$ cat src/rtl/pwm_pkg.sv
// Shared constants and helpers for the multi-channel PWM block.
package pwm_pkg;

  localparam int unsigned DEF_RES      = 8;
  localparam int unsigned DEF_CHANNELS = 4;

  // Channel-index width, never narrower than one bit.
  function automatic int unsigned ch_idx_w(input int unsigned n);
    return (n > 1) ? $clog2(n) : 1;
  endfunction

endpackage

$ cat src/rtl/pwm_chan.sv
// One PWM channel: active pulsewidth register, optional slew limiting, compare and output flop.
// Slew limiting is enabled by defining PWM_MULTI_SLEW_EN.
module pwm_chan
  import pwm_pkg::*;
#(
  parameter int unsigned RES       = DEF_RES,
  parameter int unsigned SLEW_STEP = 1
) (
  input  logic           clk,
  input  logic           rst_n,
  input  logic           load,
  input  logic           run,
  input  logic [RES-1:0] cnt,
  input  logic [RES-1:0] shadow_pw,
  output logic           pwm
);

`ifdef PWM_MULTI_SLEW_EN
  localparam bit SLEW_ON = 1'b1;
`else
  localparam bit SLEW_ON = 1'b0;
`endif

  // A full-range step lands on the shadow value in one load, i.e. a direct copy.
  localparam int unsigned STEP_MAX = (32'(1) << RES) - 1;
  localparam int unsigned STEP_LIM = !SLEW_ON ? STEP_MAX :
                                     ((SLEW_STEP < STEP_MAX) ? SLEW_STEP : STEP_MAX);
  localparam logic [RES-1:0] STEP  = RES'(STEP_LIM);

  logic [RES-1:0] act_pw;
  logic [RES-1:0] act_pw_next;

  always_comb begin
    act_pw_next = shadow_pw;
    if ((shadow_pw > act_pw) && ((shadow_pw - act_pw) > STEP)) begin
      act_pw_next = act_pw + STEP;
    end else if ((act_pw > shadow_pw) && ((act_pw - shadow_pw) > STEP)) begin
      act_pw_next = act_pw - STEP;
    end
  end

  always_ff @(posedge clk or negedge rst_n) begin
    if (!rst_n) begin
      act_pw <= '0;
      pwm    <= 1'b0;
    end else begin
      if (load) begin
        act_pw <= act_pw_next;
      end
      pwm <= run & (cnt < act_pw);
    end
  end

endmodule

$ cat src/rtl/pwm_multi.sv
// Multi-channel PWM: shared period counter, pulsewidth write handshake and per-channel outputs.
// Optional slew limiting of pulsewidth updates is enabled by defining PWM_MULTI_SLEW_EN.
module pwm_multi
  import pwm_pkg::*;
#(
  parameter int unsigned CHANNELS  = DEF_CHANNELS,
  parameter int unsigned RES       = DEF_RES,
  parameter int unsigned SLEW_STEP = 1,
  localparam int unsigned CH_W     = ch_idx_w(CHANNELS)
) (
  input  logic                clk,
  input  logic                rst_n,
  input  logic                en,
  input  logic [RES-1:0]      period,
  input  logic                wr_valid,
  output logic                wr_ready,
  input  logic [CH_W-1:0]     wr_ch,
  input  logic [RES-1:0]      wr_pw,
  output logic                wr_err,
  output logic                period_start,
  output logic [CHANNELS-1:0] pwm_sig
);

  logic [RES-1:0] cnt;
  logic [RES-1:0] act_period;
  logic [RES-1:0] shadow_pw [CHANNELS];
  logic           rdy_q;

  logic running_c;
  logic boundary_c;
  logic load_c;
  logic xfer_c;
  logic ch_ok_c;

  // Stopped (en low or zero period) behaves like a permanent boundary: shadows copy every cycle.
  assign running_c  = en & (act_period != '0);
  assign boundary_c = running_c & (cnt == (act_period - RES'(1)));
  assign load_c     = ~running_c | boundary_c;

  assign wr_ready = rdy_q & ~boundary_c;
  assign xfer_c   = wr_valid & wr_ready;
  assign ch_ok_c  = ({1'b0, wr_ch} < (CH_W + 1)'(CHANNELS));

  always_ff @(posedge clk or negedge rst_n) begin
    if (!rst_n) begin
      cnt          <= '0;
      act_period   <= '0;
      rdy_q        <= 1'b0;
      wr_err       <= 1'b0;
      period_start <= 1'b0;
    end else begin
      rdy_q        <= 1'b1;
      wr_err       <= xfer_c & ~ch_ok_c;
      period_start <= running_c & (cnt == '0);
      cnt          <= (running_c & ~boundary_c) ? cnt + RES'(1) : '0;
      if (load_c) begin
        act_period <= period;
      end
    end
  end

  // Out-of-range channel writes complete the handshake but touch no shadow.
  always_ff @(posedge clk or negedge rst_n) begin
    if (!rst_n) begin
      for (int i = 0; i < int'(CHANNELS); i++) begin
        shadow_pw[i] <= '0;
      end
    end else begin
      for (int i = 0; i < int'(CHANNELS); i++) begin
        if (xfer_c && ch_ok_c && (wr_ch == CH_W'(i))) begin
          shadow_pw[i] <= wr_pw;
        end
      end
    end
  end

  for (genvar g = 0; g < int'(CHANNELS); g++) begin : g_chan
    pwm_chan #(
      .RES       (RES),
      .SLEW_STEP (SLEW_STEP)
    ) u_chan (
      .clk       (clk),
      .rst_n     (rst_n),
      .load      (load_c),
      .run       (running_c),
      .cnt       (cnt),
      .shadow_pw (shadow_pw[g]),
      .pwm       (pwm_sig[g])
    );
  end

endmodule

$ cat config.mk
export PLATFORM = sky130hd
export DESIGN_NAME = pwm_multi
export DESIGN_NICKNAME = d
export VERILOG_FILES = /design/src/rtl/pwm_pkg.sv /design/src/rtl/pwm_chan.sv /design/src/rtl/pwm_multi.sv
export SDC_FILE = /design/constraint.sdc
export NUM_CORES = 1
export LEC_CHECK = 0
export BUFFER_PORTS_ARGS = -buffer_cell sky130_fd_sc_hd__buf_2
export CELL_PAD_IN_SITES_DETAIL_PLACEMENT = 1
export CELL_PAD_IN_SITES_GLOBAL_PLACEMENT = 2
export CORE_ASPECT_RATIO = 0.5
export CORE_MARGIN = 2
export CORE_UTILIZATION = 43
export DETAILED_ROUTE_END_ITERATION = 10
export PLACE_DENSITY_LB_ADDON = 0.1
export SLEW_MARGIN = 20
export SYNTH_ARGS = -nofsm -noshare
export SYNTH_HDL_FRONTEND = slang
export SYNTH_SLANG_ARGS = --single-unit
export TNS_END_PERCENT = 5
$ cat constraint.sdc
create_clock -name clk -period 3.1 [get_ports clk]
set_input_delay 0.31 -clock clk [delete_from_list [all_inputs] [get_ports clk]]
set_output_delay 0.31 -clock clk [all_outputs]
set_load 0.02 [all_outputs]
==> flow_metrics.tcl <==
set metrics [dict create \
    status "complete, no violations" \
    final-setup-viol-count 0 \
    ctsHoldBuffers 0 \
    crit_fanout 6 \
    synth-seq-area-share 0.482 \
    htree_levels 3 \
    fp.dieArea_um2 11300 \
    fp.dieW_um 148 \
    cts-root-buf "clkbuf_16" \
    cts_sinks 86 \
    rsz0062_at_grt "no" \
    slew_headroom 0.474 \
    viasPerCell 5.07 \
    synth_edf_count 0 \
    async_reset_ff_frac 1.00 \
    place_ws_ns 0.384 \
    hp-class "input pin to asynchronous set/reset pin" \
    post-synth-top-count-cell "dfrtp_1" \
    fillers 1045 \
    setup_ws_ns 0.360 \
    ys_ff_latch 86 \
    min_period_over_period 0.884 \
    multi_input_area_um2 2080 \
    grt_usage 0.186 \
    cts_resized 0 \
    cts_tree "built" \
    setup_tns_ns 0 \
    power_mw 3.31 \
    synth_cell_types 43 \
    post_cts_buffers 0 \
    grt_pass1_vias 2911 \
    io_pins 29 \
    antenna_left 0 \
    synth_common_cells "dfrtp_1, mux2_2, inv_1" \
    clk_latency_ns 0.34 \
    worst_slew_pin_slew_ns 0.789 \
    netlist_top_cells_area "dfrtp_1, mux2_2, ha_1" \
    grt_pass1_wl_um 15900 \
    cts_buffers 9 \
    leakage_nw 2.48 \
    nNetsFinal 428 \
    synth_top_cell_by_area "dfrtp_1" \
    seqCellArea_um2 2150 \
    coreArea_um2 10100 \
    cp.arrival_ns 2.43 \
    grt_max_degree 87 \
    port_buffers 27 \
    fin_util 0.504 \
    wirelength_um 9460 \
    rows 26 \
    startpoint_type "register" \
    via_count 2633 \
    gp_congestion 0.769 \
    syn_avg_cell_area_um2 13.1 \
    dpl.hpwl_um 6940 \
    synthFlopType "dfrtp_1" \
    clkTransAtPathRegs_ns 0.06 \
    wl_per_cell_um 18.2 \
    hold_viol 0 \
    fmax_mhz 365 \
    yosysTopAreaCellShare 0.482 \
    netlist_instances 342 \
    pwr_density_cell_nw_per_um2 648 \
    fin_skew_ns 0.00415 \
    diodes 0 \
    route.detailed.drc 0 \
    cts_buffer_depth 2 \
    drt-initial-drc-count 59 \
    fp.dieH_um 76.1 \
    start_util 0.440 \
    crit_required_ns 2.79 \
    grt-ovfl-total 0 \
    syn-num-nets 396 \
    drv_slew 0 \
    antenna_found_initial 0 \
    synth_area_um2 4470 \
    drive_above_1_share 0.348 \
    max_cap_violations 0 \
    area_delta_synth_final_pct 14.5 \
    ir_worst_vdd_mv 0.257 \
    ys.warnings.count 0 \
    endpoint_kind "output pin" \
    timing.final.crit_period_ns 2.74 \
    criticalPathCategory "register to output pin" \
    dr.pass1.iters 4 \
]
final timing paths:
path	endpoint	start	slack [ns]	cells after the start
max in group asynchronous	g_chan[1].u_chan.act_pw[7]	rst_n	2.54	1
min reg2reg	shadow_pw[28]	shadow_pw[28]	0.50	1
max reg2reg	g_chan[3].u_chan.act_pw[2]	act_period[0]	0.38	8
max	wr_ready	act_period[0]	0.36	7
min in group clk	act_period[1]	period[1]	0.20	2
min	shadow_pw[25]	rst_n	0.04	1
cells in the final DEF (no fill, tap or decap), types with 8 or more instances in the layout:
cell type and n:
mux2_2 52, nor2_1 12, clkbuf_16 9, inv_1 34
mux2_4 20, ha_1 32, dfrtp_1 86, a21o_1 8
buf_2 26
kinds of logic after synthesis:
family / count (synthesis) / synth area share
other cells: 2 / 0.00168
compound gates: 43 / 0.0913
mux: 72 / 0.198
fa+ha+maj: 32 / 0.0897
xor+xnor: 14 / 0.0291
buf+inv: 48 / 0.0524
flops: 86 / 0.482
simple gates: 45 / 0.0555
per-stage QoR:
step | instances | hold slack [ns] | instance area [um^2]
detailed placement | 503 | 0.492 | 4790
finish | 519 | 0.0365 | 5110
floorplan | 342 | 0.0144 | 4470
global placement | 503 | 0.481 | 4790
global route | 519 | 0.0675 | 5110
CTS | 519 | 0.187 | 5110
worst max-delay path: stages, from the launching register on:
cell       delay [ns]
dfrtp_1          0.43
inv_1            0.09
ha_1             0.31
xnor2_1          0.18
nor3_4           0.24
o2111ai_4        0.27
o31a_2           0.41
buf_2            0.16
metal layers:
layer  GRT usage  share of wire
met1       0.264           0.53
met2       0.279           0.43
met3      0.0521          0.032
met4      0.0514          0.011
met5           0              0
registers in the layout, summed over array words and instances (netlist names):
| signal | flops |
|---|---|
| act_period | 8 |
| cnt | 8 |
| g_chan.u_chan.act_pw | 32 |
| g_chan.u_chan.pwm | 4 |
| period_start | 1 |
| rdy_q | 1 |
| shadow_pw | 32 |
where the power goes:
| part | internal (mW) | switching [mW] |
|---|---|---|
| logic | 0.365 | 0.297 |
| clock network | 0.708 | 0.442 |
| registers | 1.35 | 0.149 |
area by class of cell:
cell class	instances	share of cell area
timing repair buffer	35	0.0516
tap	140	0.0342
inverter	34	0.0250
sequential	86	0.421
clock inverter	5	0.0164
multi-input combinational	208	0.407
clock buffer	11	0.0455
Power figures use the tool's default switching activity.
